==> src/rtl/io_oreg_pkg.sv <==
// Shared types for the output-register pad-bank arbiter.
//   state_e    : arbiter FSM states (idle, pad setup, ownership, drain)
//   HOLD_CNT_W : width of the saturating ownership hold counter
package io_oreg_pkg;

  localparam int unsigned HOLD_CNT_W = 4;

  typedef enum logic [1:0] {
    StIdle  = 2'd0,
    StSetup = 2'd1,
    StOwn   = 2'd2,
    StDrain = 2'd3
  } state_e;

endpackage

==> src/rtl/io_oreg_arbiter_if.sv <==
// Bundle between the fabric requesters and the pad-bank arbiter.
//   req        : per-requester level request
//   req_data   : requester i data at [i*WIDTH +: WIDTH]
//   req_bypass : requester i wants combinational (bypass) pad mode while owning
//   req_last   : owner's final data beat
//   gnt        : one-hot ownership
//   oqi / osel : pad cell data and mode select (all osel bits equal)
//   busy       : bank owned or in hand-over
// master = fabric side, slave = arbiter side.
interface io_oreg_arbiter_if #(
  parameter int unsigned NUM_REQ = 4,
  parameter int unsigned WIDTH   = 8
);

  logic [NUM_REQ-1:0]       req;
  logic [NUM_REQ*WIDTH-1:0] req_data;
  logic [NUM_REQ-1:0]       req_bypass;
  logic [NUM_REQ-1:0]       req_last;
  logic [NUM_REQ-1:0]       gnt;
  logic [WIDTH-1:0]         oqi;
  logic [WIDTH-1:0]         osel;
  logic                     busy;

  modport master (
    output req, req_data, req_bypass, req_last,
    input  gnt, oqi, osel, busy
  );

  modport slave (
    input  req, req_data, req_bypass, req_last,
    output gnt, oqi, osel, busy
  );

endinterface

==> src/rtl/io_oreg_rr_pick.sv <==
// Combinational round-robin picker.
//   i_req : request vector
//   i_ptr : highest-priority requester index
//   o_gnt : one-hot winner (first request at or after i_ptr, wrapping)
//   o_vld : any request present
module io_oreg_rr_pick #(
  parameter int unsigned NUM_REQ = 4,
  parameter int unsigned PTR_W   = $clog2(NUM_REQ)
) (
  input  logic [NUM_REQ-1:0] i_req,
  input  logic [PTR_W-1:0]   i_ptr,
  output logic [NUM_REQ-1:0] o_gnt,
  output logic               o_vld
);

  logic [NUM_REQ-1:0] w_hi;
  logic [NUM_REQ-1:0] w_src;

  // Requests at or above the pointer win first; otherwise wrap to the lowest index.
  always_comb begin
    w_hi = '0;
    for (int unsigned i = 0; i < NUM_REQ; i++) begin
      w_hi[i] = i_req[i] && (i >= 32'(i_ptr));
    end
  end

  assign w_src = (|w_hi) ? w_hi : i_req;
  // Isolate the lowest set bit.
  assign o_gnt = w_src & (~w_src + 1'b1);
  assign o_vld = |i_req;

endmodule

==> src/rtl/io_oreg_arbiter.sv <==
// Shares one bank of WIDTH output-register pad cells between NUM_REQ requesters.
// Round-robin ownership; every hand-over passes through registered pad mode
// (osel=0) in DRAIN and SETUP so the pad never glitches between owners.
//   IQC : clock shared with the pad cells
//   QRT : async active-high reset
//   bus : io_oreg_arbiter_if slave (req/req_data/req_bypass/req_last in,
//         gnt/oqi/osel/busy out, all outputs registered)
module io_oreg_arbiter
  import io_oreg_pkg::*;
#(
  parameter int unsigned NUM_REQ  = 4,
  parameter int unsigned WIDTH    = 8,
  parameter int unsigned HOLD_MIN = 2
) (
  input logic              IQC,
  input logic              QRT,
  io_oreg_arbiter_if.slave bus
);

  localparam int unsigned PtrW = $clog2(NUM_REQ);
  localparam logic [HOLD_CNT_W-1:0] HoldThr = HOLD_CNT_W'(HOLD_MIN - 1);

  state_e                r_state;
  logic [PtrW-1:0]       r_owner;
  logic [PtrW-1:0]       r_ptr;
  logic [HOLD_CNT_W-1:0] r_cnt;
  logic                  r_rel_pend;
  logic                  r_busy;
  logic [NUM_REQ-1:0]    r_gnt;
  logic [WIDTH-1:0]      r_oqi;
  logic [WIDTH-1:0]      r_osel;

  logic [WIDTH-1:0]   w_data_arr [NUM_REQ];
  logic [WIDTH-1:0]   w_own_data;
  logic [PtrW-1:0]    w_owner_next;
  logic [PtrW-1:0]    w_pick_ptr;
  logic [PtrW-1:0]    w_pick_idx;
  logic [NUM_REQ-1:0] w_pick_oh;
  logic [NUM_REQ-1:0] w_own_oh;
  logic               w_pick_vld;
  logic               w_own_req;
  logic               w_own_last;
  logic               w_own_byp;
  logic               w_rel;
  logic               w_hold_met;

  for (genvar g = 0; g < NUM_REQ; g++) begin : g_data
    assign w_data_arr[g] = bus.req_data[g*WIDTH +: WIDTH];
  end

  assign w_own_data = w_data_arr[r_owner];
  assign w_own_req  = bus.req[r_owner];
  assign w_own_last = bus.req_last[r_owner];
  assign w_own_byp  = bus.req_bypass[r_owner];
  assign w_own_oh   = {{(NUM_REQ-1){1'b0}}, 1'b1} << r_owner;

  assign w_rel      = !w_own_req || w_own_last;
  assign w_hold_met = r_cnt >= HoldThr;

  assign w_owner_next = (r_owner == PtrW'(NUM_REQ - 1)) ? '0 : r_owner + 1'b1;
  // In DRAIN the pointer update is still in flight; pick against its new value so the
  // outgoing owner already sits at lowest priority.
  assign w_pick_ptr = (r_state == StDrain) ? w_owner_next : r_ptr;

  io_oreg_rr_pick #(
    .NUM_REQ (NUM_REQ),
    .PTR_W   (PtrW)
  ) u_pick (
    .i_req (bus.req),
    .i_ptr (w_pick_ptr),
    .o_gnt (w_pick_oh),
    .o_vld (w_pick_vld)
  );

  always_comb begin
    w_pick_idx = '0;
    for (int unsigned i = 0; i < NUM_REQ; i++) begin
      if (w_pick_oh[i]) w_pick_idx = PtrW'(i);
    end
  end

  always_ff @(posedge IQC or posedge QRT) begin
    if (QRT) begin
      r_state    <= StIdle;
      r_owner    <= '0;
      r_ptr      <= '0;
      r_cnt      <= '0;
      r_rel_pend <= 1'b0;
      r_busy     <= 1'b0;
      r_gnt      <= '0;
      r_oqi      <= '0;
      r_osel     <= '0;
    end else begin
      case (r_state)
        StIdle: begin
          r_gnt  <= '0;
          r_osel <= '0;
          if (w_pick_vld) begin
            r_owner <= w_pick_idx;
            r_busy  <= 1'b1;
            r_state <= StSetup;
          end
        end
        StSetup: begin
          // Pad register captures the new owner's data before any bypass.
          r_gnt      <= '0;
          r_osel     <= '0;
          r_oqi      <= w_own_data;
          r_cnt      <= '0;
          r_rel_pend <= 1'b0;
          r_state    <= StOwn;
        end
        StOwn: begin
          r_gnt  <= w_own_oh;
          r_osel <= {WIDTH{w_own_byp}};
          // Freeze data once a release is pending or the owner has dropped its request.
          if (w_own_req && !r_rel_pend) r_oqi <= w_own_data;
          if (r_cnt != {HOLD_CNT_W{1'b1}}) r_cnt <= r_cnt + 1'b1;
          if ((w_rel || r_rel_pend) && w_hold_met) begin
            r_state <= StDrain;
          end else if (w_rel) begin
            r_rel_pend <= 1'b1;
          end
        end
        StDrain: begin
          r_gnt  <= '0;
          r_osel <= '0;
          r_ptr  <= w_owner_next;
          if (w_pick_vld) begin
            r_owner <= w_pick_idx;
            r_state <= StSetup;
          end else begin
            r_busy  <= 1'b0;
            r_state <= StIdle;
          end
        end
        default: r_state <= StIdle;
      endcase
    end
  end

  assign bus.gnt  = r_gnt;
  assign bus.oqi  = r_oqi;
  assign bus.osel = r_osel;
  assign bus.busy = r_busy;

endmodule

==> src/flat_wrapper.sv <==
// flat-port wrapper written by rule: the top's interface ports become plain ports
module io_oreg_arbiter_flat import io_oreg_pkg::*;
#(
  parameter int unsigned NUM_REQ  = 4,
  parameter int unsigned WIDTH    = 8,
  parameter int unsigned HOLD_MIN = 2
)
  (IQC, QRT, bus_req, bus_req_data, bus_req_bypass, bus_req_last, bus_gnt, bus_oqi, bus_osel, bus_busy);
  io_oreg_arbiter_if #(.NUM_REQ(NUM_REQ), .WIDTH(WIDTH)) bus_i ();
  input logic IQC;
  input logic QRT;
  input wire logic [$bits(bus_i.req)-1:0] bus_req;
  input wire logic [$bits(bus_i.req_data)-1:0] bus_req_data;
  input wire logic [$bits(bus_i.req_bypass)-1:0] bus_req_bypass;
  input wire logic [$bits(bus_i.req_last)-1:0] bus_req_last;
  output wire logic [$bits(bus_i.gnt)-1:0] bus_gnt;
  output wire logic [$bits(bus_i.oqi)-1:0] bus_oqi;
  output wire logic [$bits(bus_i.osel)-1:0] bus_osel;
  output wire logic [$bits(bus_i.busy)-1:0] bus_busy;
  assign bus_i.req = bus_req;
  assign bus_i.req_data = bus_req_data;
  assign bus_i.req_bypass = bus_req_bypass;
  assign bus_i.req_last = bus_req_last;
  assign bus_gnt = bus_i.gnt;
  assign bus_oqi = bus_i.oqi;
  assign bus_osel = bus_i.osel;
  assign bus_busy = bus_i.busy;
  io_oreg_arbiter #(.NUM_REQ(NUM_REQ), .WIDTH(WIDTH), .HOLD_MIN(HOLD_MIN)) u_core (.IQC(IQC), .QRT(QRT), .bus(bus_i));
endmodule
==> config.mk <==
export PLATFORM = sky130hd
export DESIGN_NAME = io_oreg_arbiter_flat
export DESIGN_NICKNAME = d
export VERILOG_FILES = /design/src/rtl/io_oreg_pkg.sv /design/src/rtl/io_oreg_arbiter_if.sv /design/src/rtl/io_oreg_rr_pick.sv /design/src/rtl/io_oreg_arbiter.sv /design/src/flat_wrapper.sv
export SDC_FILE = /design/constraint.sdc
export NUM_CORES = 1
export LEC_CHECK = 0
export ABC_AREA = 0
export ABC_CLOCK_PERIOD_IN_PS = 2500
export CELL_PAD_IN_SITES_DETAIL_PLACEMENT = 1
export CELL_PAD_IN_SITES_GLOBAL_PLACEMENT = 1
export CORE_ASPECT_RATIO = 1.4
export CORE_MARGIN = 10
export CORE_UTILIZATION = 33
export DETAILED_ROUTE_END_ITERATION = 12
export PLACE_DENSITY = 0.84
export SYNTH_ARGS = -nofsm -noshare
export SYNTH_HDL_FRONTEND = slang
export SYNTH_SLANG_ARGS = --single-unit
==> constraint.sdc <==
create_clock -name IQC -period 2.5 [get_ports IQC]
set_input_delay 0.625 -clock IQC [delete_from_list [all_inputs] [get_ports IQC]]
set_output_delay 0.625 -clock IQC [all_outputs]
set_load 0.005 [all_outputs]
==> results of run 1 <==
through the flow:
stage               instance area (µm²)  std cells  utilization
global placement                   2404        269       0.4888
global route                       2449        273       0.4980
finish                             2449        273       0.4980
CTS                                2449        273       0.4980
detailed placement                 2404        269       0.4888
floorplan                          1695        145            -
per-layer routing:
layer | vias up | share of wire | routed length, µm | global-route usage
met3 | 5 | 0.034 | 190 | 0.01715
met2 | 29 | 0.61 | 3446 | 0.2767
met4 | 0 | 0.013 | 74 | 0.04167
met5 | - | 0 | 0 | 0
met1 | 732 | 0.34 | 1952 | 0.1365
li1 | 647 | - | - | -
cell families after synthesis:
group                    Yosys count  synth area share
flip-flops                        25            0.3690
AND/OR/NAND/NOR                   31            0.1055
adder cells (fa/ha/maj)           12           0.08856
multiplexers                      26            0.2369
XOR/XNOR                           1          0.005167
buffers and inverters             27           0.08118
AO/OA/AOI/OAI                     23            0.1137
cell type report:
| class | count | area (µm²) |
|---|---|---|
| repair buffers | 73 | 713.2 |
| multi-input cells | 93 | 932.1 |
| clock buffers | 4 | 45.04 |
| inverters | 14 | 52.55 |
| flip-flops and latches | 25 | 625.6 |
| fillers | 531 | 2469 |
| well taps | 64 | 80.08 |
where the power goes:
part           switching (mW)  internal [mW]  total, mW  leakage, nW
sequential              0.125          0.566      0.691        0.310
clock                   0.131          0.114      0.245       0.0228
combinational           0.716          0.849       1.57        0.706
worst min path at each step:
stage,startpoint,end,slack [ns],cells past startpoint
floorplan,u_core.r_rel_pend$_DFFE_PP0P_,u_core.r_rel_pend$_DFFE_PP0P_,0.47,2
global placement,u_core.bus.oqi[6]$_DFFE_PP0P_,u_core.bus.oqi[6]$_DFFE_PP0P_,0.49,1
detailed placement,u_core.bus.oqi[5]$_DFFE_PP0P_,u_core.bus.oqi[5]$_DFFE_PP0P_,0.49,1
CTS,u_core.bus.oqi[5]$_DFFE_PP0P_,u_core.bus.oqi[5]$_DFFE_PP0P_,0.51,1
global route,u_core.bus.oqi[4]$_DFFE_PP0P_,u_core.bus.oqi[4]$_DFFE_PP0P_,0.54,1
finish,u_core.bus.oqi[5]$_DFFE_PP0P_,u_core.bus.oqi[5]$_DFFE_PP0P_,0.51,1
flip-flops by register name (all words and copies together), names as in the netlist:
register and count:
u_core.r_owner 2, u_core.bus.gnt 4, u_core.bus.busy 1, u_core.r_state 2
u_core.bus.oqi 8, u_core.r_rel_pend 1, u_core.r_ptr 2, u_core.bus.osel 1
u_core.r_cnt 4
worst max-delay path: stages, from the launching register on:
cell	delay, ns
dfrtp_1	0.53
inv_1	0.18
ha_1	0.33
mux2i_1	0.40
a311oi_1	0.12
o31a_1	0.29
o31ai_2	0.26
cell usage in the layout, fill, tap and decap left out, types with 2 or more instances in the layout:
| master | n |
|---|---|
| buf_4 | 7 |
| clkbuf_8 | 3 |
| mux2_2 | 10 |
| mux4_2 | 9 |
| nand2_1 | 8 |
| inv_1 | 14 |
| o2111ai_1 | 2 |
| nand3_1 | 4 |
| ha_1 | 12 |
| dfrtp_1 | 25 |
| and2_1 | 5 |
| a21oi_1 | 4 |
| mux2i_1 | 6 |
| o21ai_0 | 4 |
| nor3b_1 | 2 |
| o31ai_1 | 2 |
| nor3_1 | 2 |
| nor2_1 | 2 |
| clkdlybuf4s50_1 | 66 |
==> results.md, run 1 <==
* Most common cell in the netlist: dfrtp_1
* Synth cell count leaders: dfrtp_1 (25), inv_1 (14), ha_1 (12)
* Worst VDD drop at 606.4 µV
* Post-synth EDFFs at 0
* Syn Std Cell Area at 0.001695 mm²
* Clock Skew at 0.004893 ns
* CP required at 2.68 ns
* Worst reg2reg endpoint: u_core.r_owner[0]$_DFFE_PP0P_
* Worst R2R Start: u_core.r_owner[0]$_DFFE_PP0P_
* Crit Path Class: flip-flop to flip-flop
* PnR worst setup slack at 0.3009 ns
* Leakage power at 1.039 nW
* Clock transition at path regs at 0.08 ns
* Maxcap violations at 0
* Post-DRT Antenna Nets at 0
* DRC Markers at 0
* WHS at 0.5105 ns
* Async SR Flop Fraction at 1.000
* Synth top area cells: dfrtp_1 (37%), mux4_2 (12%), ha_1 (8.9%)
* Root buf cell: clkbuf_8
* Vias per cell at 5.176
* WL per Instance at 20.74 µm
* Pre-CTS setup slack at 0.06059 ns
* Synthesis Warnings at 0
* Vias in the first global route at 1690
* Top cell type's share of synthesized area at 0.3690
* NumNets Final at 268
* GPL Wtd Cong at 0.7774
* Synth Register Bits at 25
* CP Capture Type: flip-flop
* Core ar. at 0.004917 mm²
* # rows at 30
* # setup viols final at 0
* Ant. Diodes at 0
* Critical Path AT at 2.38 ns
* Ys flop type: dfrtp_1
* PD cells at 1022 mW/mm²
* Clk sinks at 25
* Mean post-synth cell area at 11.69 µm²
* Area of the die at 0.008445 mm²
* Hold_buf cts at 0
* Power, Total at 2.501 mW
* CTS Buf Count at 3
* Clock Path Buffers at 2
* I/O Buffers at 66
* Max-slew violations at 0
* Slew @ Worst Pin at 0.4786 ns
* Register area share after synthesis at 0.3690
* Area delta synth->final at 44.43%
* Slew margin rel. at 0.6718
* Die extent in x at 80.58 µm
* Max Fanout on Critical Path at 7
* TritonCTS clock tree: built
* Worst reg2reg setup slack at 0.30 ns
* Area leader, netlist: dfrtp_1
* Die H at 104.8 µm
* CTS HTree Levels at 1
* Via count at 1413
* Setup crit end: u_core.r_owner[0]$_DFFE_PP0P_
* Worst reg2reg path depth at 6
* Tot GR Track Use at 0.1383
* Worst setup SP type: flip-flop
* PostCTS Resize Cnt at 0
* CP Launch Point: u_core.r_owner[0]$_DFFE_PP0P_
* Post-CTS Setup Bufs at 0
* Gate Count Post-Synth at 145
* Status: complete, no violations
* TritonRoute pass-1 iters at 4
* DRT Wirelength at 5662 µm
* Top-Level Pins at 67
* Crit path time final at 2.199 ns
* Worst min path class: flip-flop to flip-flop
* Syn_nets at 203
* Detailed placement HPWL at 4880 µm
* Cell variety after synth at 41
* Final worst path period share at 0.8796
* First-pass GRT wire length at 9032 µm
* Clk_lat worst skew at 0.27 ns
* Largest net degree at the start of global routing at 26
* Achievable clock frequency at 0.4547 GHz
* 1st-iter DRT viols at 40
* Count of final hold-check violations at 0
* Share of cells above drive strength 1 at 0.1627
* Setup TNS at 0 ns
* RSZ-0062 raised after global routing: no
* Grt ovf at 0
* Initial Util at 0.3448
* Initial antenna violation count at 0
No activity file was read; power rests on OpenSTA's default activity.
==> inputs of run 2 (changes only) <==
- ABC_AREA: 0 -> 1
- CORE_UTILIZATION: 33 -> 30
==> run 2 against run 1 <==
  * Critical endpoint is now bus_osel[1]
  * Critical path type is now flip-flop to primary output
  * Area after synthesis decreased by 0.96%
  * Clock power barely moved
  * Combinational power about the same
==> results.md, run 2 <==
* Most common cell in the netlist: nand2_1
* Achievable clock frequency at 0.5270 GHz
* Detailed placement HPWL at 4443 µm
* Hold_buf cts at 0
* Crit path largest cell delay at 0.55 ns
* Most frequent cells in the layout: clkdlybuf4s50_1 (66), nand2_1 (42), nor2_1 (32)
* Async SR Flop Fraction at 1.000
* CTS HTree Levels at 1
* Buffers and inverters on the worst path at 1
* 1st-iter DRT viols at 67
* Synth top area cells: dfrtp_1 (37%), nand2_1 (9.4%), ha_1 (8.9%)
* RSZ-0062 raised after global routing: no
* Top Family by Delay on Critical Path: buffers and inverters
* Initial Util at 0.3061
* Syn_nets at 287
* I/O Buffers at 66
* Synth Area in Compound Gates at 0.1818
* Worst setup SP type: flip-flop
* DP Cell Count at 353
* Synth Register Bits at 25
* Combinational fraction of design power at 0.628
* Top-Level Pins at 67
* Status: complete, no violations
* Sequential cell fraction of total power at 0.274
* Mux share of post-synthesis cell area at 0
* Mean post-synth cell area at 7.332 µm²
* Vias in the first global route at 1816
* Largest family of logic cells by synthesized area: simple AND/OR/NAND/NOR gates
* Max-slew violations at 0
* Area of the die at 0.009032 mm²
* PD cells at 1041 mW/mm²
* DRT Wirelength at 5392 µm
* Crit Path Class: flip-flop to primary output
* Vias per cell at 4.807
* Max reg flops at 8
* Ys flop type: dfrtp_1
* Ant. Diodes at 0
* Initial antenna violation count at 0
* Clock Skew at 0.006196 ns
* Count of final hold-check violations at 0
* Switching Fraction at 0.4494
* Leakage power at 1.124 nW
* Post-Synth XOR/XNOR Area at 0
* Slew margin rel. at 0.7201
* Simple-Gate Fraction of Synth Area at 0.2161
* Register area share after synthesis at 0.3726
* Post-CTS Setup Bufs at 0
* Critical-path top delay cell: clkdlybuf4s50_1
* Share of cells above drive strength 1 at 0.03806
* Clk network pwr share at 0.097
* CTS Buf Count at 3
* Critical Path AT at 1.27 ns
* GPL Wtd Cong at 0.7819
* Maxcap violations at 0
* Final Core Density at 0.4370
* # setup viols final at 0
* TritonRoute pass-1 iters at 3
* Largest net degree at the start of global routing at 26
* Commonest non-fill, non-tap cell in the layout: clkdlybuf4s50_1
* Filler cell count at 689
* Clk sinks at 25
* Post-DRT Antenna Nets at 0
* Net switching power at 1.122 mW
* Multi-input logic area at 818.3 µm²
* Syn Std Cell Area at 0.001679 mm²
* Max Fanout on Critical Path at 8
* Critical path, cell by cell: clkdlybuf4s50_1
* Crit path time final at 1.898 ns
* Die extent in x at 83.23 µm
* Area share of fa/ha/maj cells after synthesis at 0.08942
* Clk_lat worst skew at 0.27 ns
* Post-synth EDFFs at 0
* WHS at 0.5279 ns
* TritonCTS clock tree: built
* CP Capture Type: primary output
* Final worst path period share at 0.7591
* # rows at 32
* Gate Count Post-Synth at 229
* NumNets Final at 348
* Power, Total at 2.496 mW
* Synth cell count leaders: nand2_1 (42), nor2_1 (32), inv_1 (31)
* Clock transition at path regs at 0.09 ns
* Cell variety after synth at 20
* CP required at 1.88 ns
* P_int at 1.374 mW
* First-pass GRT wire length at 8680 µm
* Area delta synth->final at 42.77%
* Setup TNS at 0 ns
* Core ar. at 0.005485 mm²
* Clock Path Buffers at 2
* Root buf cell: clkbuf_8
* Die H at 108.5 µm
* Top cell type's share of synthesized area at 0.3726
* Grt ovf at 0
* Worst min path class: flip-flop to flip-flop
* WL per Instance at 15.10 µm
* Synthesis Warnings at 0
* Tot GR Track Use at 0.1144
* DRC Markers at 0
* Non-filler cells in the finished layout at 357
* Area leader, netlist: dfrtp_1
* PostCTS Resize Cnt at 0
* Worst VDD drop at 457.8 µV
* Via count at 1716
* Slew @ Worst Pin at 0.4181 ns
* Area occupied by registers at 625.6 µm²
==> run 2: cell count changes after synthesis, moves of 3 or more <==
cell     previous run  this run
nor2_1              2        32
buf_4               7        11
nand2_1             8        42
o22ai_1             0         9
nand3_1             4        13
mux2_2             10         0
o21ai_1             0        10
a21oi_1             4         7
o21ai_0             4        25
inv_1              14        31
mux4_2              9         0
mux2i_1             6         0
and2_1              5         0
==> run 2: through the flow <==
step	worst slack, ns	instance area [µm²]
3_5_place_dp	0.3670	2351
2_1_floorplan	0.6612	1679
6_report	0.6023	2397
4_1_cts	0.5741	2397
5_1_grt	0.4808	2397
3_3_place_gp	0.4710	2351
==> run 2: final cells by class <==
| type | instances | area share |
|---|---|---|
| tap | 68 | 0.03549 |
| inverter | 31 | 0.04854 |
| multi-input combinational | 157 | 0.3413 |
| timing repair buffer | 72 | 0.2944 |
| clock inverter | 1 | 0.002088 |
| sequential | 25 | 0.2610 |
| clock buffer | 3 | 0.01722 |
==> run 2: cell families (layout without fill, tap and decap cells) <==
logic type	count (synthesis)	in the layout
and+or+nand+nor	90	90
AOI/OAI and AO/OA	55	55
buffers and inverters	47	107
DFF	25	25
adders and majority gates	12	12
==> run 2: path summary, 6_finish.rpt <==
path | slack, ns | to | from | cells after the start
max reg2reg | 0.65 | u_core.r_cnt[3]$_DFFE_PP0P_ | u_core.r_state[0]$_DFFE_PP0P_ | 8
max in group asynchronous | 1.54 | u_core.r_cnt[3]$_DFFE_PP0P_ | QRT | 3
min reg2reg | 0.53 | u_core.r_ptr[1]$_DFF_PP0_ | u_core.r_ptr[1]$_DFF_PP0_ | 2
min | 0.53 | u_core.r_ptr[1]$_DFF_PP0_ | u_core.r_ptr[1]$_DFF_PP0_ | 2
min in group asynchronous | 0.71 | u_core.bus.gnt[0]$_DFF_PP0_ | QRT | 3
max | 0.60 | bus_osel[1] | u_core.bus.osel[6]$_DFF_PP0_ | 1
==> run 2: power groups by stage <==
| stage | Combinational, mW | Sequential, mW | Clock, mW |
|---|---|---|---|
| 2_1_floorplan | 1.04 | 0.683 | 0 |
| 5_1_grt | 1.78 | 0.712 | 0.275 |
| 3_5_place_dp | 1.59 | 0.696 | 0 |
| 3_3_place_gp | 1.52 | 0.686 | 0 |
| 6_report | 1.57 | 0.684 | 0.243 |
| 4_1_cts | 1.60 | 0.687 | 0.253 |
==> run 2: routing by layer <==
metal / vias up / part of all wire / global-route usage
met5: - / 0 / 0
met4: 0 / 0.013 / 0.04146
met1: 826 / 0.43 / 0.1296
li1: 849 / - / -
met3: 4 / 0.035 / 0.01956
met2: 37 / 0.52 / 0.2096
